**config.mk**
```make
export PLATFORM = sky130hd
export DESIGN_NAME = mem_fetch_unit_flat
export DESIGN_NICKNAME = d
export VERILOG_FILES = /design/src/rtl/mem_fetch_unit_if.sv /design/src/rtl/mem_fetch_unit.sv /design/src/flat_wrapper.sv
export SDC_FILE = /design/constraint.sdc
export NUM_CORES = 1
export LEC_CHECK = 0
export ABC_AREA = 1
export BUFFER_PORTS_ARGS = -buffer_cell sky130_fd_sc_hd__buf_2
export CAP_MARGIN = 20
export CORE_UTILIZATION = 30
export DETAILED_ROUTE_END_ITERATION = 8
export GPL_TIMING_DRIVEN = 0
export PLACE_DENSITY = 0.61
export SLEW_MARGIN = 10
export SYNTH_ARGS = -nofsm -noshare
export SYNTH_HDL_FRONTEND = slang
export SYNTH_SLANG_ARGS = --single-unit
export TNS_END_PERCENT = 100
```
**constraint.sdc**
```tcl
create_clock -name clk -period 2.3 [get_ports clk]
set_input_delay 0.46 -clock clk [delete_from_list [all_inputs] [get_ports clk]]
set_output_delay 0.46 -clock clk [all_outputs]
set_load 0.05 [all_outputs]
```
**src/rtl/mem_fetch_unit_if.sv**
```systemverilog
// Request/response channels and SRAM-side port of the backing-memory sequencer.
// slave: the sequencer side; master: requester/consumer plus memory model side.
interface mem_fetch_unit_if #(
  parameter int unsigned ADDR_WIDTH = 8,
  parameter int unsigned DATA_WIDTH = 8
);
  logic                  req_valid;
  logic                  req_ready;
  logic                  req_we;
  logic [ADDR_WIDTH-1:0] req_addr;
  logic [DATA_WIDTH-1:0] req_wdata;
  logic                  resp_valid;
  logic                  resp_ready;
  logic [DATA_WIDTH-1:0] resp_data;
  logic                  mem_cs;
  logic                  mem_we;
  logic                  mem_oe;
  logic [ADDR_WIDTH-1:0] mem_addr;
  logic [DATA_WIDTH-1:0] mem_wdata;
  logic [DATA_WIDTH-1:0] mem_rdata;

  modport slave (
    input  req_valid, req_we, req_addr, req_wdata, resp_ready, mem_rdata,
    output req_ready, resp_valid, resp_data, mem_cs, mem_we, mem_oe, mem_addr, mem_wdata
  );

  modport master (
    output req_valid, req_we, req_addr, req_wdata, resp_ready, mem_rdata,
    input  req_ready, resp_valid, resp_data, mem_cs, mem_we, mem_oe, mem_addr, mem_wdata
  );
endinterface

```
**src/rtl/mem_fetch_unit.sv**
```systemverilog
// Single-outstanding read/write sequencer driving a synchronous SRAM port for WAIT_STATES+1 cycles.
// Optional saturating response counters are built when MEM_FETCH_STATS_EN is defined.
module mem_fetch_unit #(
  parameter int unsigned ADDR_WIDTH  = 8,
  parameter int unsigned DATA_WIDTH  = 8,
  parameter int unsigned WAIT_STATES = 2,
  parameter int unsigned CNT_WIDTH   = 16
) (
  input  logic                 clk,
  input  logic                 rst_n,
  mem_fetch_unit_if.slave      bus,
  output logic                 busy,
  output logic [CNT_WIDTH-1:0] stat_rd_cnt,
  output logic [CNT_WIDTH-1:0] stat_wr_cnt
);

  localparam int unsigned CntW = 4;

  typedef enum logic [1:0] {StIdle, StAccess, StResp} state_e;

  state_e                state_q, state_d;
  logic [CntW-1:0]       cnt_q, cnt_d;
  logic                  we_q, we_d;
  logic [ADDR_WIDTH-1:0] addr_q, addr_d;
  logic [DATA_WIDTH-1:0] wdata_q, wdata_d;
  logic [DATA_WIDTH-1:0] resp_data_q, resp_data_d;

  always_ff @(posedge clk or negedge rst_n) begin
    if (!rst_n) begin
      state_q     <= StIdle;
      cnt_q       <= '0;
      we_q        <= 1'b0;
      addr_q      <= '0;
      wdata_q     <= '0;
      resp_data_q <= '0;
    end else begin
      state_q     <= state_d;
      cnt_q       <= cnt_d;
      we_q        <= we_d;
      addr_q      <= addr_d;
      wdata_q     <= wdata_d;
      resp_data_q <= resp_data_d;
    end
  end

  always_comb begin
    state_d     = state_q;
    cnt_d       = cnt_q;
    we_d        = we_q;
    addr_d      = addr_q;
    wdata_d     = wdata_q;
    resp_data_d = resp_data_q;
    unique case (state_q)
      StIdle: begin
        if (bus.req_valid) begin
          we_d    = bus.req_we;
          addr_d  = bus.req_addr;
          wdata_d = bus.req_wdata;
          cnt_d   = CntW'(WAIT_STATES);
          state_d = StAccess;
        end
      end
      StAccess: begin
        if (cnt_q == '0) begin
          // Writes echo their own data so the requester sees what landed in memory.
          resp_data_d = we_q ? wdata_q : bus.mem_rdata;
          state_d     = StResp;
        end else begin
          cnt_d = cnt_q - 1'b1;
        end
      end
      StResp: begin
        if (bus.resp_ready) begin
          state_d = StIdle;
        end
      end
      default: state_d = StIdle;
    endcase
  end

  // Strobes decode straight from state so they fall with the asynchronous reset.
  assign bus.req_ready  = (state_q == StIdle);
  assign bus.resp_valid = (state_q == StResp);
  assign bus.resp_data  = resp_data_q;
  assign bus.mem_cs     = (state_q == StAccess);
  assign bus.mem_we     = (state_q == StAccess) &&  we_q;
  assign bus.mem_oe     = (state_q == StAccess) && !we_q;
  assign bus.mem_addr   = addr_q;
  assign bus.mem_wdata  = wdata_q;
  assign busy           = (state_q != StIdle);

`ifdef MEM_FETCH_STATS_EN
  logic                 resp_fire;
  logic [CNT_WIDTH-1:0] stat_rd_q, stat_wr_q;

  assign resp_fire = (state_q == StResp) && bus.resp_ready;

  always_ff @(posedge clk or negedge rst_n) begin
    if (!rst_n) begin
      stat_rd_q <= '0;
      stat_wr_q <= '0;
    end else if (resp_fire) begin
      if (!we_q && (stat_rd_q != '1)) stat_rd_q <= stat_rd_q + 1'b1;
      if ( we_q && (stat_wr_q != '1)) stat_wr_q <= stat_wr_q + 1'b1;
    end
  end

  assign stat_rd_cnt = stat_rd_q;
  assign stat_wr_cnt = stat_wr_q;
`else
  assign stat_rd_cnt = '0;
  assign stat_wr_cnt = '0;
`endif

endmodule
```
**src/flat_wrapper.sv**
```systemverilog
// flat-port wrapper written by rule: the top's interface ports become plain ports
module mem_fetch_unit_flat 
#(
  parameter int unsigned ADDR_WIDTH  = 8,
  parameter int unsigned DATA_WIDTH  = 8,
  parameter int unsigned WAIT_STATES = 2,
  parameter int unsigned CNT_WIDTH   = 16
)
  (clk, rst_n, busy, stat_rd_cnt, stat_wr_cnt, bus_req_valid, bus_req_we, bus_req_addr, bus_req_wdata, bus_resp_ready, bus_mem_rdata, bus_req_ready, bus_resp_valid, bus_resp_data, bus_mem_cs, bus_mem_we, bus_mem_oe, bus_mem_addr, bus_mem_wdata);
  mem_fetch_unit_if #(.ADDR_WIDTH(ADDR_WIDTH), .DATA_WIDTH(DATA_WIDTH)) bus_i ();
  input  logic clk;
  input  logic rst_n;
  output logic busy;
  output logic [CNT_WIDTH-1:0] stat_rd_cnt;
  output logic [CNT_WIDTH-1:0] stat_wr_cnt;
  input wire logic [$bits(bus_i.req_valid)-1:0] bus_req_valid;
  input wire logic [$bits(bus_i.req_we)-1:0] bus_req_we;
  input wire logic [$bits(bus_i.req_addr)-1:0] bus_req_addr;
  input wire logic [$bits(bus_i.req_wdata)-1:0] bus_req_wdata;
  input wire logic [$bits(bus_i.resp_ready)-1:0] bus_resp_ready;
  input wire logic [$bits(bus_i.mem_rdata)-1:0] bus_mem_rdata;
  output wire logic [$bits(bus_i.req_ready)-1:0] bus_req_ready;
  output wire logic [$bits(bus_i.resp_valid)-1:0] bus_resp_valid;
  output wire logic [$bits(bus_i.resp_data)-1:0] bus_resp_data;
  output wire logic [$bits(bus_i.mem_cs)-1:0] bus_mem_cs;
  output wire logic [$bits(bus_i.mem_we)-1:0] bus_mem_we;
  output wire logic [$bits(bus_i.mem_oe)-1:0] bus_mem_oe;
  output wire logic [$bits(bus_i.mem_addr)-1:0] bus_mem_addr;
  output wire logic [$bits(bus_i.mem_wdata)-1:0] bus_mem_wdata;
  assign bus_i.req_valid = bus_req_valid;
  assign bus_i.req_we = bus_req_we;
  assign bus_i.req_addr = bus_req_addr;
  assign bus_i.req_wdata = bus_req_wdata;
  assign bus_i.resp_ready = bus_resp_ready;
  assign bus_i.mem_rdata = bus_mem_rdata;
  assign bus_req_ready = bus_i.req_ready;
  assign bus_resp_valid = bus_i.resp_valid;
  assign bus_resp_data = bus_i.resp_data;
  assign bus_mem_cs = bus_i.mem_cs;
  assign bus_mem_we = bus_i.mem_we;
  assign bus_mem_oe = bus_i.mem_oe;
  assign bus_mem_addr = bus_i.mem_addr;
  assign bus_mem_wdata = bus_i.mem_wdata;
  mem_fetch_unit #(.ADDR_WIDTH(ADDR_WIDTH), .DATA_WIDTH(DATA_WIDTH), .WAIT_STATES(WAIT_STATES), .CNT_WIDTH(CNT_WIDTH)) u_core (.clk(clk), .rst_n(rst_n), .bus(bus_i), .busy(busy), .stat_rd_cnt(stat_rd_cnt), .stat_wr_cnt(stat_wr_cnt));
endmodule
```
# [After elaboration in Yosys (flattened, before gate mapping)]
# Cells that the tools add are included.
# W data, S select, Z words.
[word_totals] register_bits=31 output_inout_bits=62 mem_count=0 latchBits=0 rom_bits=0 mem_bits_rw=0 elab_cells=32
[classes] bitwise=0 div_mod_pow=0 n_lt_le_gt_ge=0 mux=8 eq_ne=6 add_sub_neg=1 n_shift=0 reduce_logical=11 multipliers=0
[op_table] op="$mux W4" count=2
[op_table] op="$mux W8" count=1
[op_table] op="$pmux W4 S2" count=1
[op_table] op="$mux W2" count=3
[op_table] op="$ne A2 B2 Y1 const B" count=3
[op_table] op="$pmux W2 S3" count=1
[op_table] op="$reduce_and A3 Y1" count=2
[op_table] op="$logic_not A4 Y1" count=1
[op_table] op="$reduce_and A2 Y1" count=2
[op_table] op="$reduce_bool A2 Y1" count=2
[op_table] op="$sub A4 B1 Y4 const B" count=1
[op_table] op="$eq A2 B1 Y1 const B" count=1
[op_table] op="$eq A2 B2 Y1 const B" count=1
[op_table] op="$logic_and A1 B1 Y1" count=2
[op_table] op="$logic_not A2 Y1" count=1
[op_table] op="$ne A2 B1 Y1 const B" count=1
[op_table] op="$logic_not A1 Y1" count=1

# [Depth between registers and ports, before layout]
# Gate-level depths: netlist of the first run.
[logic_depth] depth_word=3 depth_mapped=7 ltp_nobuf=7

# [Worst setup path after synthesis of the first run]
# Ideal clock, no wire load.
[synth_timing] kind="reg-to-output" from="register u_core.we_q" to="output port bus_mem_we" stages_incl_launch_ff=4 setup_slack_ps=518 t_required_ps=1840 t_arrival_ps=1322 path_buffers=1 cell_sequence="dfrtp_1 > buf_6 > clkinv_1 > nor2_1"
[synth_between] elab_chain_len=1
[synth_lines] element="start, declared" line_no="mem_fetch_unit.sv:23" rtl="logic we_q, we_d;"
[synth_lines] element="start signal, assigned" line_no="mem_fetch_unit.sv:39" rtl="we_q <= we_d;"
[synth_lines] element="$logic_and A1 B1 Y1" line_no="mem_fetch_unit.sv:86" rtl="assign bus.mem_we = (state_q == StAccess) && we_q;"
[synth_lines] element="end, declared" line_no="flat_wrapper.sv:26" rtl="output wire logic [$bits(bus_i.mem_we)-1:0] bus_mem_we;"
# No other way between the ends.

# [Worst setup path in the final report of the first run]
[layout_timing] from="register u_core.state_q[0]" to="output port bus_req_ready"
[layout_between] elab_chain_len=1
[layout_lines] element="start, declared" line_no="mem_fetch_unit.sv:21" rtl="state_e state_q, state_d;"
[layout_lines] element="start signal, assigned" line_no="mem_fetch_unit.sv:30" rtl="state_q <= StIdle;"
[layout_lines] element="start signal, assigned" line_no="mem_fetch_unit.sv:37" rtl="state_q <= state_d;"
[layout_lines] element="$logic_not A2 Y1" line_no="mem_fetch_unit.sv:82" rtl="assign bus.req_ready = (state_q == StIdle);"
[layout_lines] element="end, declared" line_no="flat_wrapper.sv:22" rtl="output wire logic [$bits(bus_i.req_ready)-1:0] bus_req_ready;"
# No other way between the ends.

==> flow_summary_export.csv, run 1 <==
group,metric,value,unit
route,wl_met1,1617,µm
timing,fin_worst_skew,0.007210,ns
synth,ys_ff_latch,31,
timing,report.final.hold_viol_count,0,
synth,synthesis.area,1694,µm²
cts,ctsHoldBuffers,0,
timing,fin_crit,2.031,ns
floorplan,die-area,5951,µm²
timing,tightest_slew,0.6920,ns
route,drc_errors,0,
timing,fin_setup_tns,0,ns
floorplan,dieWidth,77.15,µm
setup_path,crit_path_start_kind,"flip-flop",
pwr,irDropWorstVdd,0.5967,mV
route,wl_met2,1719,µm
setup_path,cp-endpoint,"bus_req_ready",
grt,grt_overflow,0,
finish,area_growth,35.82,%
setup_path,ff2ff_setup_slack,0.94,ns
placed_design,place.gp.congestion,0.7182,
placed_design,portBuffers,57,
floorplan,rows,26,
floorplan,core-area,5270,µm²
cts,cts_tree,"yes",
placed_design,place_ws,0.5789,ns
cts,cts.sinks,31,
finish,nets,317,
cts,clock_path_buffers,2,
synth,syn_inst,191,
min_path,min_path_type,"in2async",
route,wirelength,3636,µm
pwr,p_per_area,1696,nW/µm²
finish,mostFrequentLayoutCells,"59 x buf_2, 36 x nand2_1, 33 x buf_4",
floorplan,start_util,32.15,%
timing,fin_crit_sh,88.31,%
route,wire_per_inst,10.18,µm
route,met3_length,244,µm
cts,htree_levels,2,
run,cap_violations,0,
setup_path,crit_path_start,"u_core.state_q[0]$_DFFE_PN0P_",
synth,synthTopCellsByArea,"dfrtp_1 46%, buf_4 15%, nand2_1 8.0%",
synth,yosysSeqAreaShare,45.79,%
finish,stdcell_count,357,
timing,slew_violations,0,
timing,relSlewSlack,53.86,%
finish,drive_gt1_share,40.07,%
synth,yosys.area.top_type,"dfrtp_1",
cts,postCtsSetupRepairBufs,0,
grt,first_global_vias,1235,
grt,grt_pass1_wl,5906,µm
grt,track_usage,12.86,%
cts,cts.clk_slew.worst_paths,0.07,ns
grt,grt_max_degree,32,
setup_path,critical_path_class,"reg2out",
route,drtPass1Iterations,2,
route,via_count,1414,
finish,final_common_cell,"buf_2",
synth,yosys_warnings,0,
finish,postLayoutCoreUtil,43.66,%
floorplan,io_pins,91,
synth,synth_top_area_share,45.79,%
timing,setup_viol,0,
cts,clk_latency,0.29,ns
finish,n_antenna_cell,0,
route,ant_nets,0,
cts,cts_made_buffers,5,
cts,cts-root-buf,"clkbuf_8",
outcome,status,"finished clean",
cts,cts_resized,0,
setup_path,reg2reg_depth,7,
setup_path,cp_data_required_time,1.84,ns
pwr,p_leak,0.001305,µW
route,routed.top_layer,"met4",
setup_path,cp.arrival,1.57,ns
timing,fmax,492.3,MHz
synth,avgSynthCellArea,8.870,µm²
setup_path,cp-end-kind,"output port",
timing,setup_ws,0.2688,ns
floorplan,die_h,77.15,µm
placed_design,dp_hpwl,2811,µm
setup_path,r2r_start,"u_core.cnt_q[0]$_DFFE_PN0P_",
setup_path,r2r-end,"u_core.bus.resp_data[7]$_DFFE_PN0P_",
grt,antenna_found_initial,0,
setup_path,path_max_fanout,10,
synth,synth_cell_types,27,
timing,rsz0062_at_grt,"no",
placed_design,placed_cells,349,
route,via_per_inst,3.961,
route,drt-initial-drc-count,60,
## per-layer routing
layer | GRT usage [%] | vias to the layer above
met5 | 0 | -
li1 | - | 736
met2 | 20.80 | 50
met3 | 4.286 | 5
met4 | 5.660 | 0
met1 | 15.42 | 623
## per-stage QoR
stage                     hold slack (ns)  total power, µW  area, µm²
after floorplan                    0.1644             2883       1810
after global placement             0.4512             3354       2183
after detailed placement           0.4534             3388       2183
after CTS                          0.2340             3953       2301
after global routing               0.2656             4153       2301
final                              0.2089             3901       2301
## cells in the mapped netlist
library cell	n
nand2_1	36
buf_4	33
dfrtp_1	31
nor2_1	24
nand3_1	19
o21a_1	8
o21ai_0	8
inv_1	4
nand2_4	4
inv_2	3
buf_2	2
buf_6	2
ha_1	2
o21ai_1	2
a21oi_1	1
buf_12	1
clkbuf_1	1
clkinv_1	1
conb_1	1
nand2_2	1
nand4_1	1
nor2_2	1
nor2_4	1
nor2_8	1
o21ai_2	1
o31ai_1	1
xor2_1	1
## flip-flops by register name, summed over array words and instances (netlist names)
name / count
u_core.we_q: 1
u_core.bus.mem_wdata: 8
u_core.bus.resp_data: 8
u_core.cnt_q: 4
u_core.bus.mem_addr: 8
u_core.state_q: 2
## area by class of cell
class / instances / area [µm²]
Fill cell: 589 / 2969
Sequential cell: 31 / 775.7
Multi-Input combinational cell: 144 / 700.7
Buffer: 39 / 304.0
Timing Repair Buffer: 57 / 285.3
Tap cell: 70 / 87.58
Clock buffer: 6 / 82.58
Clock inverter: 2 / 35.03
Inverter: 8 / 30.03
## worst min-delay path by stage
stage                                                      to                                from
after global routing      u_core.bus.resp_data[6]$_DFFE_PN0P_                               rst_n
after detailed placement   u_core.bus.mem_addr[5]$_DFFE_PN0P_  u_core.bus.mem_addr[5]$_DFFE_PN0P_
after CTS                 u_core.bus.resp_data[7]$_DFFE_PN0P_                               rst_n
after global placement     u_core.bus.mem_addr[6]$_DFFE_PN0P_  u_core.bus.mem_addr[6]$_DFFE_PN0P_
final                     u_core.bus.resp_data[7]$_DFFE_PN0P_                               rst_n
after floorplan            u_core.bus.mem_addr[0]$_DFFE_PN0P_                               rst_n
## worst max-delay path, stage by stage, from the launching register on
cell	delay [ns]
dfrtp_1	0.45
nor2_4	0.26
buf_2	0.27
buf_2	0.30
## cells by family after synthesis
| group | synth area share [%] |
|---|---|
| flip-flops | 45.79 |
| buffers and inverters | 19.72 |
| AO/OA/AOI/OAI | 7.755 |
| other | 0.2214 |
| AND/OR/NAND/NOR | 24.52 |
| XOR/XNOR | 0.5171 |
| adder cells (fa/ha/maj) | 1.477 |
## power by group
group | internal, µW | switching [µW]
logic | 610 | 1750
clock network | 350 | 201
registers | 811 | 175
total | 1770 | 2130
No activity file was read; power rests on OpenSTA's default activity.
==> run 2: changes to the inputs <==
Settings changed: CORE_UTILIZATION 30 to 48, PLACE_DENSITY 0.61 to 0.85.
Clock period 2.3 ns to 2.45 ns, I/O delays scaled along.
==> run 2 against run 1 <==
Clock skew increased by 0.0018 ns. Critical path depth unchanged. Count of clock-buffer cells in the layout increased by 2. Sequential power decreased by 6.0%. First-iteration DRC count decreased by 13%. Worst hold slack got worse by 0.021 ns. Global-route usage increased by 7.3 points. Power decreased by 11%. Utilization increased by 22 points. Sequential cell count unchanged.
==> flow_summary_export.csv, run 2 (synthesized netlist as in run 1, its figures left out) <==
group,metric,value,unit
outcome,status,"finished clean",
setup_path,path_max_fanout,10,
pwr,p_per_area,1567,nW/µm²
grt,first_global_vias,1262,
cts,cts.sinks,31,
finish,stdcell_count,333,
cts,htree_levels,2,
route,drc_errors,0,
route,via_per_inst,4.324,
floorplan,die_h,61.41,µm
grt,track_usage,20.14,%
cts,ctsHoldBuffers,0,
setup_path,critical_path_class,"reg2out",
timing,fin_crit_sh,84.72,%
setup_path,crit_path_start_kind,"flip-flop",
timing,fin_worst_skew,0.009052,ns
route,drt-initial-drc-count,52,
floorplan,die-area,3771,µm²
pwr,irDropWorstVdd,0.6380,mV
route,via_count,1440,
finish,final_common_cell,"buf_2",
setup_path,cp.arrival,1.59,ns
timing,rsz0062_at_grt,"no",
timing,slew_violations,0,
run,cap_violations,0,
cts,clock_path_buffers,2,
finish,drive_gt1_share,39.72,%
timing,setup_ws,0.3744,ns
timing,fmax,481.8,MHz
min_path,min_path_type,"in2async",
setup_path,cp_data_required_time,1.96,ns
route,drtPass1Iterations,3,
cts,cts-root-buf,"clkbuf_4",
floorplan,rows,21,
route,wl_met2,1725,µm
timing,fin_crit,2.076,ns
cts,clk_latency,0.32,ns
finish,nets,317,
setup_path,ff2ff_setup_slack,1.06,ns
route,routed.top_layer,"met4",
timing,tightest_slew,0.6614,ns
grt,antenna_found_initial,0,
timing,report.final.hold_viol_count,0,
cts,cts_made_buffers,5,
timing,hold-worst-slack,0.1875,ns
finish,mostFrequentLayoutCells,"59 x buf_2, 36 x nand2_1, 33 x buf_4",
setup_path,reg2reg_depth,7,
route,ant_nets,0,
timing,setup_viol,0,
floorplan,core-area,3363,µm²
cts,cts_resized,0,
cts,postCtsSetupRepairBufs,0,
finish,area_growth,31.17,%
setup_path,r2r-end,"u_core.bus.resp_data[7]$_DFFE_PN0P_",
placed_design,portBuffers,57,
grt,grt_overflow,0,
placed_design,dp_hpwl,2624,µm
route,met3_length,188,µm
route,wl_met1,1438,µm
timing,fin_setup_tns,0,ns
finish,n_antenna_cell,0,
cts,cts.clk_slew.worst_paths,0.10,ns
placed_design,place_ws,0.7016,ns
timing,relSlewSlack,55.91,%
grt,grt_pass1_wl,5416,µm
pwr,p_leak,0.001282,µW
route,wire_per_inst,10.17,µm
cts,cts_tree,"yes",
route,wirelength,3387,µm
placed_design,placed_cells,325,
setup_path,cp-end-kind,"output port",
floorplan,io_pins,91,
grt,grt_max_degree,32,
setup_path,r2r_start,"u_core.cnt_q[0]$_DFFE_PN0P_",
placed_design,place.gp.congestion,0.8178,
floorplan,start_util,50.37,%
floorplan,dieWidth,61.41,µm
run 2: changes by cell type in the layout (fill, tap and decap cells not counted), sizes merged:
cell,change
bufinv,-1
clkinv,-1
clkbuf,+2
run 2: power by group:
group | internal, µW | switching (µW) | leakage [µW] | total (µW)
Clock | 169 | 164 | 0.0000386 | 333
Sequential | 760 | 167 | 0.000373 | 927
Combinational | 573 | 1650 | 0.000870 | 2220
Total | 1500 | 1980 | 0.00128 | 3480
run 2: how the worst max path moves through the flow:
stage,to,cells past startpoint,from,slack [ns]
floorplan,bus_mem_we,3,u_core.we_q$_DFFE_PN0P_,0.64
global placement,bus_req_ready,3,u_core.state_q[0]$_DFFE_PN0P_,0.71
detailed placement,bus_req_ready,3,u_core.state_q[0]$_DFFE_PN0P_,0.70
CTS,bus_req_ready,3,u_core.state_q[0]$_DFFE_PN0P_,0.33
global route,bus_req_ready,3,u_core.state_q[0]$_DFFE_PN0P_,0.27
finish,bus_req_ready,3,u_core.state_q[0]$_DFFE_PN0P_,0.37
run 2: through the flow:
| step | instance area, µm² | utilization, % | total power, µW |
|---|---|---|---|
| detailed placement | 2153 | 64.03 | 3176 |
| global placement | 2153 | 64.03 | 3120 |
| finish | 2222 | 66.07 | 3482 |
| floorplan | 1810 | - | 2706 |
| CTS | 2222 | 66.07 | 3512 |
| global route | 2222 | 66.07 | 3726 |
run 2: worst max-delay path, stage by stage, from the launching register on:
cell,delay [ns]
dfrtp_1,0.46
nor2_4,0.25
buf_2,0.26
buf_2,0.29
run 2: cell type report:
type,instances,area (µm²)
fillers,328,1141
plain buffers,39,304.0
inverters,8,30.03
repair buffers,57,285.3
clock buffers,8,68.82
multi-input cells,144,700.7
well taps,46,57.56
flip-flops and latches,31,775.7
run 2: metal layers:
metal / track usage [%] / up-vias
li1: - / 733
met1: 23.39 / 656
met2: 34.78 / 49
met3: 5.882 / 2
met4: 8.571 / 0
met5: 0 / -
==> run 3: changes to the inputs <==
Settings changed: ABC_AREA 1 to 0, CORE_UTILIZATION 48 to 44, PLACE_DENSITY 0.85 to 0.79.
Clock period 2.45 ns to 2.1 ns, I/O delays scaled along.
==> run 3 against run 2 <==
Power rose by 20%. Setup slack got worse by 0.29 ns. Non-clock buffer count did not move. First-iteration DRC count fell by 37%. Highest routed layer unchanged.
==> flow_summary_export.csv, run 3 <==
group,metric,value,unit
floorplan,die-area,4085,µm²
route,wl_met2,1617,µm
setup_path,ff2ff_setup_slack,0.29,ns
cts,clk_latency,0.28,ns
synth,avgSynthCellArea,11.55,µm²
floorplan,io_pins,91,
route,wire_per_inst,11.53,µm
timing,tightest_slew,0.6781,ns
run,cap_violations,0,
setup_path,cp-end-kind,"output port",
timing,report.final.hold_viol_count,0,
synth,synth-main-ff-cell,"dfrtp_1",
synth,ys_ff_latch,31,
pwr,p_per_area,1849,nW/µm²
placed_design,place.gp.congestion,0.7668,
finish,drive_gt1_share,51.04,%
cts,cts-root-buf,"clkbuf_8",
timing,rsz0062_at_grt,"no",
route,drt-initial-drc-count,33,
timing,fin_crit_sh,95.77,%
outcome,status,"finished clean",
pwr,p_leak,0.001232,µW
setup_path,critical_path_class,"reg2out",
floorplan,die_h,63.92,µm
route,wirelength,3333,µm
floorplan,core-area,3661,µm²
timing,fin_crit,2.011,ns
finish,stdcell_count,289,
synth,synth_common_cells,"32 x buf_4, 31 x dfrtp_1, 18 x a21oi_1",
placed_design,dp_hpwl,2415,µm
setup_path,r2r_start,"u_core.cnt_q[0]$_DFFE_PN0P_",
setup_path,path_max_fanout,10,
grt,grt_pass1_wl,5354,µm
route,via_count,1269,
grt,first_global_vias,1197,
timing,fin_worst_skew,0.005696,ns
route,drtPass1Iterations,4,
synth,synth_cell_types,31,
timing,slew_violations,0,
synth,synth_most_common_cell,"buf_4",
placed_design,placed_cells,283,
cts,htree_levels,2,
grt,antenna_found_initial,0,
synth,yosysSeqAreaShare,45.99,%
grt,grt_max_degree,32,
synth,synth_top_area_share,45.99,%
setup_path,reg2reg_depth,6,
cts,clock_path_buffers,2,
route,wl_met1,1395,µm
pwr,irDropWorstVdd,1.024,mV
cts,cts_tree,"yes",
finish,postLayoutCoreUtil,61.69,%
floorplan,dieWidth,63.92,µm
setup_path,r2r-end,"u_core.bus.resp_data[0]$_DFFE_PN0P_",
synth,synthesis.area,1687,µm²
synth,yosys.area.top_type,"dfrtp_1",
finish,n_antenna_cell,0,
timing,fmax,497.2,MHz
route,drc_errors,0,
timing,fin_setup_tns,0,ns
route,ant_nets,0,
route,met3_length,275,µm
route,via_per_inst,4.391,
synth,syn_inst,146,
finish,final_common_cell,"buf_2",
floorplan,rows,22,
finish,area_growth,33.90,%
timing,relSlewSlack,54.79,%
synth,synthTopCellsByArea,"dfrtp_1 46%, buf_4 14%, mux2_4 8.0%",
min_path,min_path_type,"in2async",
timing,hold-worst-slack,0.1755,ns
timing,setup_viol,0,
synth,yosys_warnings,0,
grt,grt_overflow,0,
synth,synth_edf_count,0,
cts,cts.clk_slew.worst_paths,0.07,ns
setup_path,crit_path_start_kind,"flip-flop",
setup_path,crit_path_start,"u_core.state_q[1]$_DFFE_PN0P_",
cts,cts_made_buffers,5,
placed_design,portBuffers,58,
synth,async_flop_share,100.0,%
cts,cts.sinks,31,
setup_path,cp.arrival,1.59,ns
finish,nets,272,
finish,mostFrequentLayoutCells,"59 x buf_2, 32 x buf_4, 32 x conb_1",
grt,track_usage,17.49,%
cts,postCtsSetupRepairBufs,0,
route,routed.top_layer,"met4",
floorplan,start_util,46.07,%
setup_path,cp_data_required_time,1.68,ns
[run 3: cell types whose count changed after synthesis, sizes merged, moves of 10 or more]
cell and change:
nand2 -39, nor2 -26, mux2 +18, a21oi +17, nand3 -17, o21ai -10
[run 3: what timing repair did]
action                                 4_1_cts  5_1_grt
endpoints found under the hold margin        0        0
setup endpoints to repair                    0        1
gates resized for setup                      0        3
hold buffers                                 0        0
[run 3: per-layer routing]
layer	vias to the layer above	track usage, %
li1	616	-
met1	585	20.78
met2	63	28.72
met3	5	5.179
met4	0	8.523
met5	-	0
[run 3: kinds of logic (layout without fill, tap and decap cells)]
logic type	after synthesis	in the layout	share of synthesized area, %
mux	26	26	18.77
other cells	1	32	0.2223
compound gates	23	23	7.567
flops	31	31	45.99
fa+ha+maj	2	2	1.483
buf+inv	45	109	19.66
simple gates	18	18	6.307
[run 3: area by class of cell]
| type | instances | area, µm² |
|---|---|---|
| Sequential cell | 31 | 775.7 |
| Buffer | 38 | 309.0 |
| Fill cell | 346 | 1403 |
| Clock inverter | 1 | 30.03 |
| Tap cell | 48 | 60.06 |
| Multi-Input combinational cell | 101 | 695.7 |
| Timing Repair Buffer | 58 | 292.8 |
| Inverter | 6 | 22.52 |
| Clock buffer | 6 | 72.57 |
[run 3: critical path, cell delays in order, from the launching register on]
cell	delay, ns
dfrtp_1	0.44
nand2b_1	0.22
inv_1	0.09
clkbuf_4	0.20
and2_1	0.14
clkbuf_4	0.22
[run 3: worst max path at each step]
stage | endpoint | slack, ns | cells past startpoint
global route | bus_mem_we | 0.01 | 5
finish | bus_mem_we | 0.09 | 5
floorplan | bus_mem_we | 0.20 | 4
detailed placement | u_core.bus.resp_data[5]$_DFFE_PN0P_ | 0.31 | 6
global placement | bus_mem_we | 0.34 | 3
CTS | bus_mem_we | 0.005 | 3
[run 3: per-stage QoR]
stage | area (µm²) | setup slack (ns) | total power, µW
final | 2258 | 0.08888 | 4175
after global routing | 2258 | 0.01070 | 4404
after CTS | 2257 | 0.005364 | 4192
after detailed placement | 2155 | 0.3135 | 3617
after global placement | 2155 | 0.3364 | 3574
after floorplan | 1804 | 0.2043 | 3107
[run 3: power breakdown]
part / switching, µW / internal [µW] / leakage, µW
clock: 213 / 347 / 0.0000513
combinational: 1690 / 803 / 0.000822
sequential: 232 / 892 / 0.000358
